File: src/rtl/ifetch_unit.sv
// ---------------------------------------------------------------------------
// ifetch_unit -- instruction fetch stage for the RV32I core.
//
// Holds the architectural PC. For each instruction it issues a single
// request to instruction memory, waits for the response, and presents the
// instruction and its PC to the decoder and datapath until the datapath
// retires it. On retire, the next PC comes from the decoder's branch/jump
// selects, the immediate and the ALU result.
//
// Configuration macro: IFETCH_MISALIGN_TRAP_EN
//   defined   : a retire whose next PC is not word-aligned loads that PC and
//               parks in FAULT (fetch_fault=1, no further requests) until
//               reset.
//   undefined : next PC[1:0] is forced to 2'b00 and fetch_fault stays 0.
//
// Parameters:
//   RESET_PC   PC loaded on reset (word-aligned).
//   NOP_INSTR  value shown on Instr while no instruction is valid.
//
// Ports:
//   clk, reset              rising-edge clock, async active-high reset
//   PCSrc, PCTargetSrc      next-PC selects from the decoder
//   ImmExt, ALUResult       branch offset / jalr target operands
//   retire                  datapath has finished the current instruction
//   imem_req, imem_addr     one-cycle request pulse and its address (= PC)
//   imem_rvalid, imem_rdata instruction memory response
//   Instr, PC, PCPlus4      current instruction, its address, address+4
//   instr_valid             Instr is valid and waiting to retire
//   fetch_fault             misaligned-target trap taken
// ---------------------------------------------------------------------------
module ifetch_unit #(
  parameter logic [31:0] RESET_PC  = 32'h0000_0000,
  parameter logic [31:0] NOP_INSTR = 32'h0000_0013
) (
  input  logic        clk,
  input  logic        reset,
  input  logic        PCSrc,
  input  logic        PCTargetSrc,
  input  logic [31:0] ImmExt,
  input  logic [31:0] ALUResult,
  input  logic        retire,
  output logic        imem_req,
  output logic [31:0] imem_addr,
  input  logic        imem_rvalid,
  input  logic [31:0] imem_rdata,
  output logic [31:0] Instr,
  output logic [31:0] PC,
  output logic [31:0] PCPlus4,
  output logic        instr_valid,
  output logic        fetch_fault
);

  typedef enum logic [1:0] {
    S_FETCH = 2'd0,
    S_WAIT  = 2'd1,
    S_EXEC  = 2'd2,
    S_FAULT = 2'd3
  } state_t;

  state_t      r_state;
  state_t      w_state_next;
  logic [31:0] r_pc;
  logic [31:0] r_instr;

  logic [31:0] w_pc_plus4;
  logic [31:0] w_target;
  logic [31:0] w_next_pc_raw;
  logic [31:0] w_next_pc;
  logic        w_retire_now;
  logic        w_take_fault;

  assign w_retire_now = (r_state == S_EXEC) && retire;

  // Next-PC selection. All adds wrap modulo 2^32; jalr clears bit 0 as the
  // ISA requires.
  assign w_pc_plus4    = r_pc + 32'd4;
  assign w_target      = PCTargetSrc ? {ALUResult[31:1], 1'b0} : (r_pc + ImmExt);
  assign w_next_pc_raw = PCSrc ? w_target : w_pc_plus4;

`ifdef IFETCH_MISALIGN_TRAP_EN
  // The offending PC is kept as-is so a trap handler can see it.
  assign w_next_pc    = w_next_pc_raw;
  assign w_take_fault = w_retire_now && (w_next_pc_raw[1:0] != 2'b00);
  assign fetch_fault  = (r_state == S_FAULT);
`else
  assign w_next_pc    = w_next_pc_raw & ~32'h0000_0003;
  assign w_take_fault = 1'b0;
  assign fetch_fault  = 1'b0;
`endif

  // NOTE: state registers use non-blocking assignments so every flop samples
  // pre-edge values, regardless of block ordering.
  always_ff @(posedge clk or posedge reset) begin
    if (reset) begin
      r_state <= S_FETCH;
      r_pc    <= RESET_PC;
      r_instr <= NOP_INSTR;
    end else begin
      r_state <= w_state_next;
      if ((r_state == S_WAIT) && imem_rvalid) begin
        r_instr <= imem_rdata;
      end
      if (w_retire_now) begin
        r_pc    <= w_next_pc;
        r_instr <= NOP_INSTR;
      end
    end
  end

  always_comb begin
    // NOTE: defaulting every output of this block first keeps any unlisted
    // path from holding a stale value, which would infer a latch.
    w_state_next = r_state;
    case (r_state)
      S_FETCH: w_state_next = S_WAIT;
      S_WAIT:  if (imem_rvalid) w_state_next = S_EXEC;
      S_EXEC: begin
        if (w_take_fault)      w_state_next = S_FAULT;
        else if (w_retire_now) w_state_next = S_FETCH;
      end
      S_FAULT: w_state_next = S_FAULT;
      default: w_state_next = S_FETCH;
    endcase
  end

  // The reset state is FETCH, so the request is masked while reset is held.
  assign imem_req    = (r_state == S_FETCH) && !reset;
  assign imem_addr   = r_pc;
  assign PC          = r_pc;
  assign PCPlus4     = w_pc_plus4;
  assign Instr       = r_instr;
  assign instr_valid = (r_state == S_EXEC);

endmodule

File: config.mk
export PLATFORM = sky130hd
export DESIGN_NAME = ifetch_unit
export DESIGN_NICKNAME = d
export VERILOG_FILES = /design/src/rtl/ifetch_unit.sv
export SDC_FILE = /design/constraint.sdc
export NUM_CORES = 1
export LEC_CHECK = 0
export CELL_PAD_IN_SITES_DETAIL_PLACEMENT = 0
export CELL_PAD_IN_SITES_GLOBAL_PLACEMENT = 1
export CORE_ASPECT_RATIO = 0.9
export CORE_MARGIN = 8
export CORE_UTILIZATION = 34
export CTS_BUF_LIST = sky130_fd_sc_hd__clkbuf_4
export DETAILED_ROUTE_END_ITERATION = 10
export MAX_ROUTING_LAYER = met4
export PLACE_DENSITY = 0.89
export RECOVER_POWER = 25
export SYNTH_ARGS = -nofsm -noshare
export SYNTH_HDL_FRONTEND = slang
export SYNTH_SLANG_ARGS = --single-unit
export TNS_END_PERCENT = 5
File: constraint.sdc
create_clock -name clk -period 5.6 [get_ports clk]
set_input_delay 1.4 -clock clk [delete_from_list [all_inputs] [get_ports clk]]
set_output_delay 1.4 -clock clk [all_outputs]
set_load 0.005 [all_outputs]
# After elaboration in Yosys (flattened, before gate mapping)
# Index checks and enable logic that the tools add are counted.
# word_totals
ff_bits	64
input_bits	102
# op_classes
add_sub_neg	2
n_eq_ne	5
muxes	7
reduce_logical	7
# op_table
cell	n
$mux 32	4
$add 32x3->32 const B	1
$add 32x32->32	1
$pmux 2 s4	1
$eq 2x2->1 const B	2
$mux 2	2
$logic_and 1x1->1	3
$eq 2x1->1 const B	1
$logic_not 2->1	1
$ne 2x1->1 const B	1
$ne 2x2->1 const B	1
$reduce_and 2->1	1
$reduce_bool 2->1	1
$logic_not 1->1	1

# Logic depth before layout (Yosys ltp)
# Gate-level depths: netlist (run 1).
# logic_depth
word_depth	4
ltp_mapped	10

# Worst setup path before layout (run 1)
# Ideal clock, no wire load.
# synth_timing
path_type	input -> register
from	input port ImmExt[2]
to	register r_pc[28] (netlist: PC[28])
setup_ns	0.132
arrival_ns	3.793
path_slack_ns	1.676
stages	10
path_buffers	0
cell_sequence	ha_1 -> fa_1 -> a211o_1 -> a21oi_1 -> a21oi_1 -> o31ai_2 -> o21ai_2 -> a221o_1 -> nor4_1 -> a211oi_1
# synth_between
elab_chain_len	3
# synth_rtl
element	line	rtl
start: declaration	39	input logic [31:0] ImmExt,
$add 32x32->32	77	assign w_target = PCTargetSrc ? {ALUResult[31:1], 1'b0} : (r_pc + ImmExt);
$mux 32	77	
$mux 32	78	assign w_next_pc_raw = PCSrc ? w_target : w_pc_plus4;
end signal: assignment	104	r_pc <= w_next_pc;
end: declaration	62	logic [31:0] r_pc;
# No other way between the ends.
# A chain may end at the register's enable or synchronous reset.

# Worst setup path after layout (run 1)
# layout_timing
from	register r_pc[3] (netlist: PC[3])
to	output port PCPlus4[28]
# layout_between
elab_chain_len	1
# layout_rtl
element	line	rtl
$add 32x3->32	76	assign w_pc_plus4 = r_pc + 32'd4;
end: declaration	48	output logic [31:0] PCPlus4,
# No other way between the ends.

==> results.yml, run 1 <==
synthesis:
  postSynth.asyncResetShare_pct: 100.0
  avgSynthCellArea_um2: 8.625
  most_frequently_used_cell_type_in_the_post_synthesis_netlist: "sky130_fd_sc_hd__dfrtp_1"
  synth_commonest_cells: "sky130_fd_sc_hd__dfrtp_1, sky130_fd_sc_hd__a21oi_1, sky130_fd_sc_hd__nand2_1, sky130_fd_sc_hd__o21ai_0, sky130_fd_sc_hd__nor2_1"
  synth.ff_latch_count: 64
  synth_edf_count: 0
  synth_area_leader_cell: "sky130_fd_sc_hd__dfrtp_1"
  ys_top_cells_by_area: "sky130_fd_sc_hd__dfrtp_1, sky130_fd_sc_hd__ha_1, sky130_fd_sc_hd__buf_4, sky130_fd_sc_hd__xnor2_1, sky130_fd_sc_hd__a22o_1"
  synth_seq_area_share_pct: 29.22
  yosys_warnings: 0
  post_synth_instance_area_um2: 5494
  synth-main-ff-cell: "sky130_fd_sc_hd__dfrtp_1"
  synthCells: 637
  synth_cell_types: 71
  yosys.area.top_type_share_pct: 27.78
sta:
  timing.clock.skew_ns: 0.01153
  timing.final.hold_violations: 0
  setup_repair_after_global_routing_missed_its_margin: "no"
  finalSetupViolations: 0
  timing.fmax_mhz: 212.1
  finalCritPeriodShare_pct: 84.19
  slew-limit-headroom_pct: -7.630
  post-route-min-period_ns: 4.715
  max_slew.worst_pin.slew_ns: 1.614
  fin_setup_tns_ns: 0
  timing.hold.ws_ns: 0.5168
  finalMaxSlewViolations: 67
floorplan:
  core_region_area_um2: 15970
  design.die.area_um2: 20490
  initial_utilization_pct: 34.41
  overall_die_width_um: 150.0
  placementRows: 44
  ios: 233
  dieHeight_um: 136.6
setup_path:
  slowest_delay_ns: 0.57
  reg2regPathDepth: 10
  critical-path-top-cell-by-count: "sky130_fd_sc_hd__and3_1"
  timing_worst_setup_path_type: "reg -> out"
  critPathSlowestCell: "sky130_fd_sc_hd__dfrtp_1"
  crit-reg2reg-launch: "PC[2]"
  critical_path.endpoint_type: "output port"
  crit-reg2reg-capture: "PC[28]"
  worstPathArrival_ns: 3.31
  path_cells: "ha_1 > nand3_1 > nor3_1 > buf_4 > and3_1 > and3_1 > xor2_1 > clkdlybuf4s50_1"
  start_kind: "flop"
  setup.reg_to_reg.worst_slack_ns: 2.12
  path_max_fanout: 9
  worst-endpoint-required_ns: 4.20
grt:
  first_global_vias: 5345
  maximum_number_of_pins_on_one_net_before_global_route_repair: 58
  grt_pass1_wl_um: 29260
  initial_antenna_violation_count: 1
  grt_use_total_pct: 18.52
  grt_remaining_overflow: 0
clock_network:
  cts.root.buffer_cell: "sky130_fd_sc_hd__clkbuf_4"
  cts_tree: "yes"
  cts-resized-gates: 0
  cts.sink_count: 64
  clock_tree.htree_level_count: 3
  cts_setup_buffers: 0
  clk_latency_ns: 0.44
  cts-buffers-inserted: 9
  cts_hold_buf: 0
  cts_buffer_depth: 2
  clk_pin_slew_worst_paths_ns: 0.12
min_path:
  timing.hold.worst.start: "Instr[5]"
  whs_endpoint: "Instr[5]"
  hold_path_class: "reg -> reg"
  hold_depth: 1
job:
  cap_viol_max_count: 2
drt:
  number_of_vias_in_the_routed_layout: 5503
  wl_um: 19060
  initialDrtViolationCount: 360
  drt_pre_antenna_iters: 5
  antenna_left: 0
  wl_per_cell_um: 18.56
  drc_errors: 0
  route.detailed.vias_per_inst: 5.358
layout:
  drive_gt1_share_pct: 5.379
  multi_input_area_um2: 3425
  area.growth.synth_to_final_pct: 41.68
  nNetsFinal: 951
  area.sequential_um2: 1605
  fillers: 1527
run_status:
  failed_checks: "max-capacitance violations, max-slew violations"
  outcome: "complete, but fails checks"
power_and_ir_drop:
  total_leakage_power_nw: 3.258
  power.total_mw: 3.828
  vdd.ir_drop.worst_v: 0.0002575
  pwrdens_nw_per_um2: 491.8
place:
  hpwlAfterDp_um: 14340
  gpl.final_weighted_congestion: 0.8914
  placement.io_buffers: 221
## registers in the layout, summed over array words and instances, names as in the netlist
signal	cells
Instr	32
PC	30
r_state	2
## placed cells by master (no fill, tap or decap), drive strengths merged, types with 7 or more instances in the layout
master | Yosys | layout
ha | 35 | 35
clkdlybuf4s50 | 1 | 218
nor2 | 38 | 38
nor3 | 13 | 13
nand2 | 47 | 47
o21ai | 48 | 48
clkbuf | 28 | 10
xnor2 | 31 | 31
xor2 | 18 | 18
inv | 13 | 15
a21o | 18 | 18
dfrtp | 61 | 61
and2 | 7 | 7
buf | 42 | 9
a22o | 30 | 30
nand3 | 17 | 17
mux2i | 10 | 10
a211oi | 7 | 7
conb | 1 | 7
a31oi | 9 | 9
a21oi | 52 | 52
o211ai | 7 | 7
a22oi | 7 | 7
and3 | 14 | 14
## through the flow
stage	setup slack, ns	instances	utilization, %	cell area, um2
floorplan	1.676	643	-	5517
detailed placement	0.8400	1009	47.68	7612
finish	0.8852	1027	48.75	7784
global route	0.6097	1026	48.74	7781
global placement	0.8399	1009	47.68	7612
CTS	0.8100	1025	48.75	7782
## where the power goes
group,total [mW],internal [mW],switching (mW)
registers,0.987,0.675,0.312
logic,2.45,1.40,1.05
clock network,0.392,0.185,0.207
## cell type report
type                            instances  share of cell area, %
Antenna cell                            2                0.06430
Clock buffer                            9                 0.8680
Clock inverter                          7                  1.318
Inverter                               13                 0.6269
Multi-Input combinational cell        495                  44.00
Sequential cell                        64                  20.62
Tap cell                              207                  3.327
Timing Repair Buffer                  230                  29.18
## how the worst max path moves through the flow
stage | from | endpoint | slack (ns) | cells after the start
finish | PC[3] | PCPlus4[28] | 0.89 | 8
global route | PC[3] | PCPlus4[28] | 0.61 | 8
floorplan | ImmExt[2] | PC[28] | 1.68 | 10
detailed placement | ImmExt[2] | PC[28] | 0.84 | 11
global placement | ImmExt[2] | PC[28] | 0.84 | 11
CTS | PC[3] | PCPlus4[28] | 0.81 | 8
## per-layer routing
layer	up-vias	global-route usage [%]	part of all wire (%)
li1	2681	-	-
met1	2603	24.06	47
met2	207	29.10	46
met3	12	3.438	6.6
met4	0	4.881	1.0
met5	-	-	0
## cell families (layout without fill, tap and decap cells)
logic type               Yosys count  count (layout)  share of synthesized area, %
AND/OR/NAND/NOR                  165             165                         15.26
adder cells (fa/ha/maj)           36              36                         8.335
buffers and inverters             84             259                         8.973
AO/OA/AOI/OAI                    227             227                         28.31
other                              1               9                       0.06826
flip-flops                        64              64                         29.22
XOR/XNOR                          49              49                         7.811
multiplexers                      11              11                         2.027
## critical path: cells and delay by family (launching register included)
kind / cells / cell delay, ns
flip-flops: 1 / 0.57
XOR/XNOR: 1 / 0.16
AND/OR/NAND/NOR: 4 / 1.15
buffers and inverters: 2 / 0.69
adder cells (fa/ha/maj): 1 / 0.30
Note: power is estimated with default switching activity, not from simulation.
==> run 2: changes to the inputs <==
- CORE_UTILIZATION: 34 -> 32
- PLACE_DENSITY: 0.89 -> 0.85
- clock period: 5.6 -> 4.93 ns (I/O delays scaled with it)
==> results.yml, run 2 (synthesis gave the netlist of run 1 again) <==
run_status:
  outcome: "complete, but fails checks"
  failed_checks: "max-capacitance violations, max-slew violations"
clock_network:
  cts_setup_buffers: 0
  clk_pin_slew_worst_paths_ns: 0.12
  cts-buffers-inserted: 9
  cts.sink_count: 64
  cts-resized-gates: 0
  cts_buffer_depth: 2
  cts_tree: "yes"
  clock_tree.htree_level_count: 3
  clk_latency_ns: 0.44
  cts_hold_buf: 0
  cts.root.buffer_cell: "sky130_fd_sc_hd__clkbuf_4"
power_and_ir_drop:
  clock_power_share_pct: 9.0
  sequentialPowerShare_pct: 25.8
  pwrdens_nw_per_um2: 550.7
  vdd.ir_drop.worst_v: 0.0002644
  internal-power_mw: 2.522
  p_switching_mw: 1.765
  total_leakage_power_nw: 3.255
  share_comb_of_total_power_pct: 65.2
  switching_share_pct: 41.17
drt:
  dr_wl_met3_um: 1132
  drt_pre_antenna_iters: 7
  top_signal_layer_used: "met4"
  wl_um: 18970
  m1WireLength_um: 9217
  initialDrtViolationCount: 293
  wl_per_cell_um: 18.37
  route.detailed.vias_per_inst: 5.311
  drc_errors: 0
  number_of_vias_in_the_routed_layout: 5486
  antenna_left: 0
  routed-wl-met2_um: 8445
min_path:
  hold_path_class: "reg -> reg"
floorplan:
  ios: 233
  placementRows: 45
  design.die.area_um2: 21620
  overall_die_width_um: 154.1
  dieHeight_um: 140.3
  initial_utilization_pct: 32.63
  core_region_area_um2: 16830
setup_path:
  worst-endpoint-required_ns: 3.70
  timing_worst_setup_path_type: "reg -> out"
  path_cells: "nand4_1 > nor3_4 > and4_1 > and3_1 > xor2_1 > clkdlybuf4s50_1"
  critical_path.endpoint_type: "output port"
  worstPathArrival_ns: 3.36
  setup.reg_to_reg.worst_slack_ns: 1.44
  critPathSlowestCell: "sky130_fd_sc_hd__dfrtp_1"
  path_delay_family: "simple AND/OR/NAND/NOR gates"
  path_max_fanout: 9
  start_kind: "flop"
  slowest_delay_ns: 0.56
  worst-path-buf-inv: 1
layout:
  fillers: 1634
  drive_gt1_share_pct: 5.725
  layout_commonest_cell: "sky130_fd_sc_hd__clkdlybuf4s50_1"
  area.growth.synth_to_final_pct: 41.70
  flip_flop_count_of_the_largest_register_after_layout: 32
  layout_common_cells: "sky130_fd_sc_hd__clkdlybuf4s50_1, sky130_fd_sc_hd__dfrtp_1, sky130_fd_sc_hd__a21oi_1"
  nNetsFinal: 954
  final_area_um2: 7785
sta:
  slew-limit-headroom_pct: -39.00
  max_slew.worst_pin.slew_ns: 2.085
  setup_repair_after_global_routing_missed_its_margin: "no"
  timing.final.hold_violations: 0
  timing.fmax_mhz: 218.0
  finalSetupViolations: 0
  post-route-min-period_ns: 4.588
  fin_setup_tns_ns: 0
  timing.clock.skew_ns: 0.01180
  finalCritPeriodShare_pct: 93.05
  finalMaxSlewViolations: 39
job:
  cap_viol_max_count: 1
grt:
  first_global_vias: 5395
  maximum_number_of_pins_on_one_net_before_global_route_repair: 39
  initial_antenna_violation_count: 1
  grt_use_total_pct: 17.68
  grt_remaining_overflow: 0
  grt_pass1_wl_um: 29930
place:
  gpl.final_weighted_congestion: 0.8685
  hpwlAfterDp_um: 14690
  placement.io_buffers: 221
  placement.cell_area_um2: 7640
[run 2: changes by cell type in the layout (fill, tap and decap cells not counted)]
| cell | before | now |
|---|---|---|
| sky130_fd_sc_hd__bufinv_16 | 2 | 1 |
| sky130_fd_sc_hd__clkinv_4 | 2 | 1 |
| sky130_fd_sc_hd__clkinvlp_4 | 1 | 3 |
| sky130_fd_sc_hd__buf_4 | 8 | 11 |
| sky130_fd_sc_hd__dlygate4sd3_1 | 2 | 3 |
| sky130_fd_sc_hd__diode_2 | 2 | 1 |
| sky130_fd_sc_hd__clkdlybuf4s50_1 | 218 | 217 |
[run 2: final cells by class]
type / count / area (um2) / area share (%)
Multi-Input combinational cell: 495 / 3425 / 43.99
Timing Repair Buffer: 233 / 2293 / 29.46
Sequential cell: 64 / 1605 / 20.62
Tap cell: 211 / 264.0 / 3.391
Clock inverter: 7 / 78.83 / 1.013
Clock buffer: 9 / 67.56 / 0.8679
Inverter: 13 / 48.80 / 0.6268
Antenna cell: 1 / 2.502 / 0.03214
[run 2: final timing paths]
check,startpoint,endpoint,depth (start not counted)
worst min-delay path,Instr[5],Instr[5],1
min in group asynchronous,reset,Instr[22],2
worst max register to register,PC[2],PC[28],10
worst min register to register,Instr[5],Instr[5],1
max in group asynchronous,reset,PC[29],3
worst max-delay path,PC[3],PCPlus4[25],6
[run 2: worst register-to-register path, cell delays in order (launching register included)]
cell and delay [ns]:
sky130_fd_sc_hd__dfrtp_1 0.51, sky130_fd_sc_hd__ha_1 0.28, sky130_fd_sc_hd__fa_1 0.43, sky130_fd_sc_hd__a211o_1 0.32, sky130_fd_sc_hd__a21oi_1 0.25, sky130_fd_sc_hd__a21oi_1 0.22, sky130_fd_sc_hd__o31ai_2 0.39, sky130_fd_sc_hd__o21ai_2 0.17
sky130_fd_sc_hd__a221o_1 0.44, sky130_fd_sc_hd__nor4_1 0.27, sky130_fd_sc_hd__a211oi_1 0.08
[run 2: routing by layer]
layer / vias up / GRT usage [%]
li1: 2687 / -
met1: 2578 / 23.94
met2: 208 / 26.84
met3: 13 / 3.629
met4: 0 / 3.555
met5: - / -
[run 2: power by group through the flow]
stage                     logic (mW)  registers [mW]  clock network [mW]
after floorplan                 1.64            1.05                   0
after global placement          2.79            1.11                   0
after detailed placement        2.80            1.12                   0
after CTS                       2.82            1.11               0.401
after global routing            3.07            1.16               0.425
final                           2.80            1.10               0.388
[run 2: metrics by stage]
stage	util [%]	instances	power, mW	hold WS (ns)	setup WS (ns)
finish	46.24	1033	4.287	0.5137	0.3424
global route	46.24	1033	4.651	0.5278	0.08912
CTS	46.25	1032	4.329	0.5206	0.3112
detailed placement	45.38	1016	3.916	0.4899	0.3164
global placement	45.38	1016	3.901	0.4870	0.3541
floorplan	-	643	2.688	0.4981	1.173
==> run 3: changes to the inputs <==
- CORE_UTILIZATION: 32 -> 29
- PLACE_DENSITY: 0.85 -> 0.81
- clock period: 4.93 -> 3.8 ns (I/O delays scaled with it)
==> results.yml, run 3 (synthesis gave the netlist of run 1 again) <==
drt:
  number_of_vias_in_the_routed_layout: 5633
  wl_um: 19860
  wl_per_cell_um: 18.01
  route.detailed.vias_per_inst: 5.107
  initialDrtViolationCount: 354
  drt_pre_antenna_iters: 5
  drc_errors: 0
  antenna_left: 0
power_and_ir_drop:
  internal-power_mw: 3.529
  sequentialPowerShare_pct: 22.8
  clock_power_share_pct: 9.6
  vdd.ir_drop.worst_v: 0.0002514
  p_switching_mw: 2.384
  total_leakage_power_nw: 3.492
  switching_share_pct: 40.32
  pwrdens_nw_per_um2: 721.3
  share_comb_of_total_power_pct: 67.6
clock_network:
  clk_pin_slew_worst_paths_ns: 0.12
  clock_tree.htree_level_count: 3
  cts_hold_buf: 0
  cts.sink_count: 64
  clk_latency_ns: 0.45
  cts.root.buffer_cell: "sky130_fd_sc_hd__clkbuf_4"
  cts_buffer_depth: 2
  cts-buffers-inserted: 9
  cts_tree: "yes"
layout:
  layoutNonFillerInstCount: 1103
  flip_flop_count_of_the_largest_register_after_layout: 32
  drive_gt1_share_pct: 11.44
  layout_common_cells: "sky130_fd_sc_hd__clkdlybuf4s50_1, sky130_fd_sc_hd__dfrtp_1, sky130_fd_sc_hd__a21oi_1"
  postLayoutCoreUtil_pct: 44.39
  area.growth.synth_to_final_pct: 49.19
  nNetsFinal: 990
  layout_commonest_cell: "sky130_fd_sc_hd__clkdlybuf4s50_1"
place:
  placed_cells_incl_taps: 1084
  gpl.final_weighted_congestion: 0.8174
  worst_setup_slack_post_dpl_ns: -0.5081
  placement.io_buffers: 221
  hpwlAfterDp_um: 15670
setup_path:
  timing_worst_setup_path_type: "in -> reg"
  setup.reg_to_reg.worst_slack_ns: 0.45
  start_kind: "primary input"
  path_cells: "clkdlybuf4s50_1 > ha_1 > fa_1 > a211o_1 > a21oi_2 > a21oi_1 > o31ai_2 > o21ai_2 > a221o_1 > nor4_1 > a211oi_1"
  worst-path-buf-inv: 1
  slowest_delay_ns: 0.44
  path_max_fanout: 4
  worst-endpoint-required_ns: 4.13
  path_delay_family: "compound AO/OA/AOI/OAI gates"
  critical_path.endpoint_type: "flop"
  critPathSlowestCell: "sky130_fd_sc_hd__a221o_1"
  worstPathArrival_ns: 4.02
sta:
  fin_setup_tns_ns: 0
  timing.clock.skew_ns: 0.02204
  finalSetupViolations: 0
  timing.fmax_mhz: 270.9
  timing.final.hold_violations: 0
  finalMaxSlewViolations: 0
  post-route-min-period_ns: 3.691
  setup_ws_ns: 0.1087
  setup_repair_after_global_routing_missed_its_margin: "no"
  slew-limit-headroom_pct: 31.64
  max_slew.worst_pin.slew_ns: 1.024
  finalCritPeriodShare_pct: 97.14
  timing.hold.ws_ns: 0.5172
floorplan:
  initial_utilization_pct: 29.75
  ios: 233
  design.die.area_um2: 23610
  overall_die_width_um: 161.1
  core_region_area_um2: 18470
  dieHeight_um: 146.6
  placementRows: 47
min_path:
  hold_path_class: "reg -> reg"
job:
  cap_viol_max_count: 0
grt:
  first_global_vias: 5563
  grt_pass1_wl_um: 31190
  initial_antenna_violation_count: 1
  maximum_number_of_pins_on_one_net_before_global_route_repair: 41
  grt_remaining_overflow: 0
  grt_use_total_pct: 16.82
run_status:
  outcome: "finished clean"
run 3: timing repair:
item / 4_1_cts / 5_1_grt
resized for setup: 8 / 11
pin swaps: 0 / 5
endpoints found under the setup margin: 11 / 16
setup buffers: 0 / 2
run 3: power groups by stage:
stage / sequential [mW] / combinational [mW] / clock, mW
global route: 1.40 / 4.38 / 0.619
finish: 1.35 / 4.00 / 0.570
CTS: 1.34 / 4.00 / 0.596
global placement: 1.34 / 3.96 / 0
floorplan: 1.36 / 2.13 / 0
detailed placement: 1.35 / 3.96 / 0
run 3: area by class of cell:
| cell class | instances | area [um2] |
|---|---|---|
| fill | 1840 | 10270 |
| multi-input combinational | 495 | 3490 |
| timing repair buffer | 269 | 2567 |
| sequential | 64 | 1609 |
| tap | 245 | 306.5 |
| clock inverter | 7 | 105.1 |
| clock buffer | 9 | 67.56 |
| inverter | 13 | 48.80 |
| antenna | 1 | 2.502 |
run 3: through the flow:
step	instance area (um2)	power [mW]
global placement	7950	5.297
finish	8197	5.913
CTS	8153	5.940
global route	8197	6.397
detailed placement	7950	5.315
floorplan	5517	3.488
run 3: path summary, 6_finish.rpt:
kind | from | end | cells after the start
worst max-delay path | ImmExt[2] | PC[28] | 11
worst min register to register | Instr[5] | Instr[5] | 1
worst max register to register | PC[2] | PC[28] | 11
worst min-delay path | Instr[5] | Instr[5] | 1
min in group asynchronous | reset | r_state[1] | 2
max in group asynchronous | reset | PC[19] | 3
run 3: metal layers:
layer | GRT usage (%) | up-vias | wire length, um
li1 | - | 2765 | -
met1 | 22.52 | 2659 | 9641
met2 | 25.29 | 194 | 8787
met3 | 4.132 | 15 | 1266
met4 | 3.377 | 0 | 166
met5 | - | - | 0
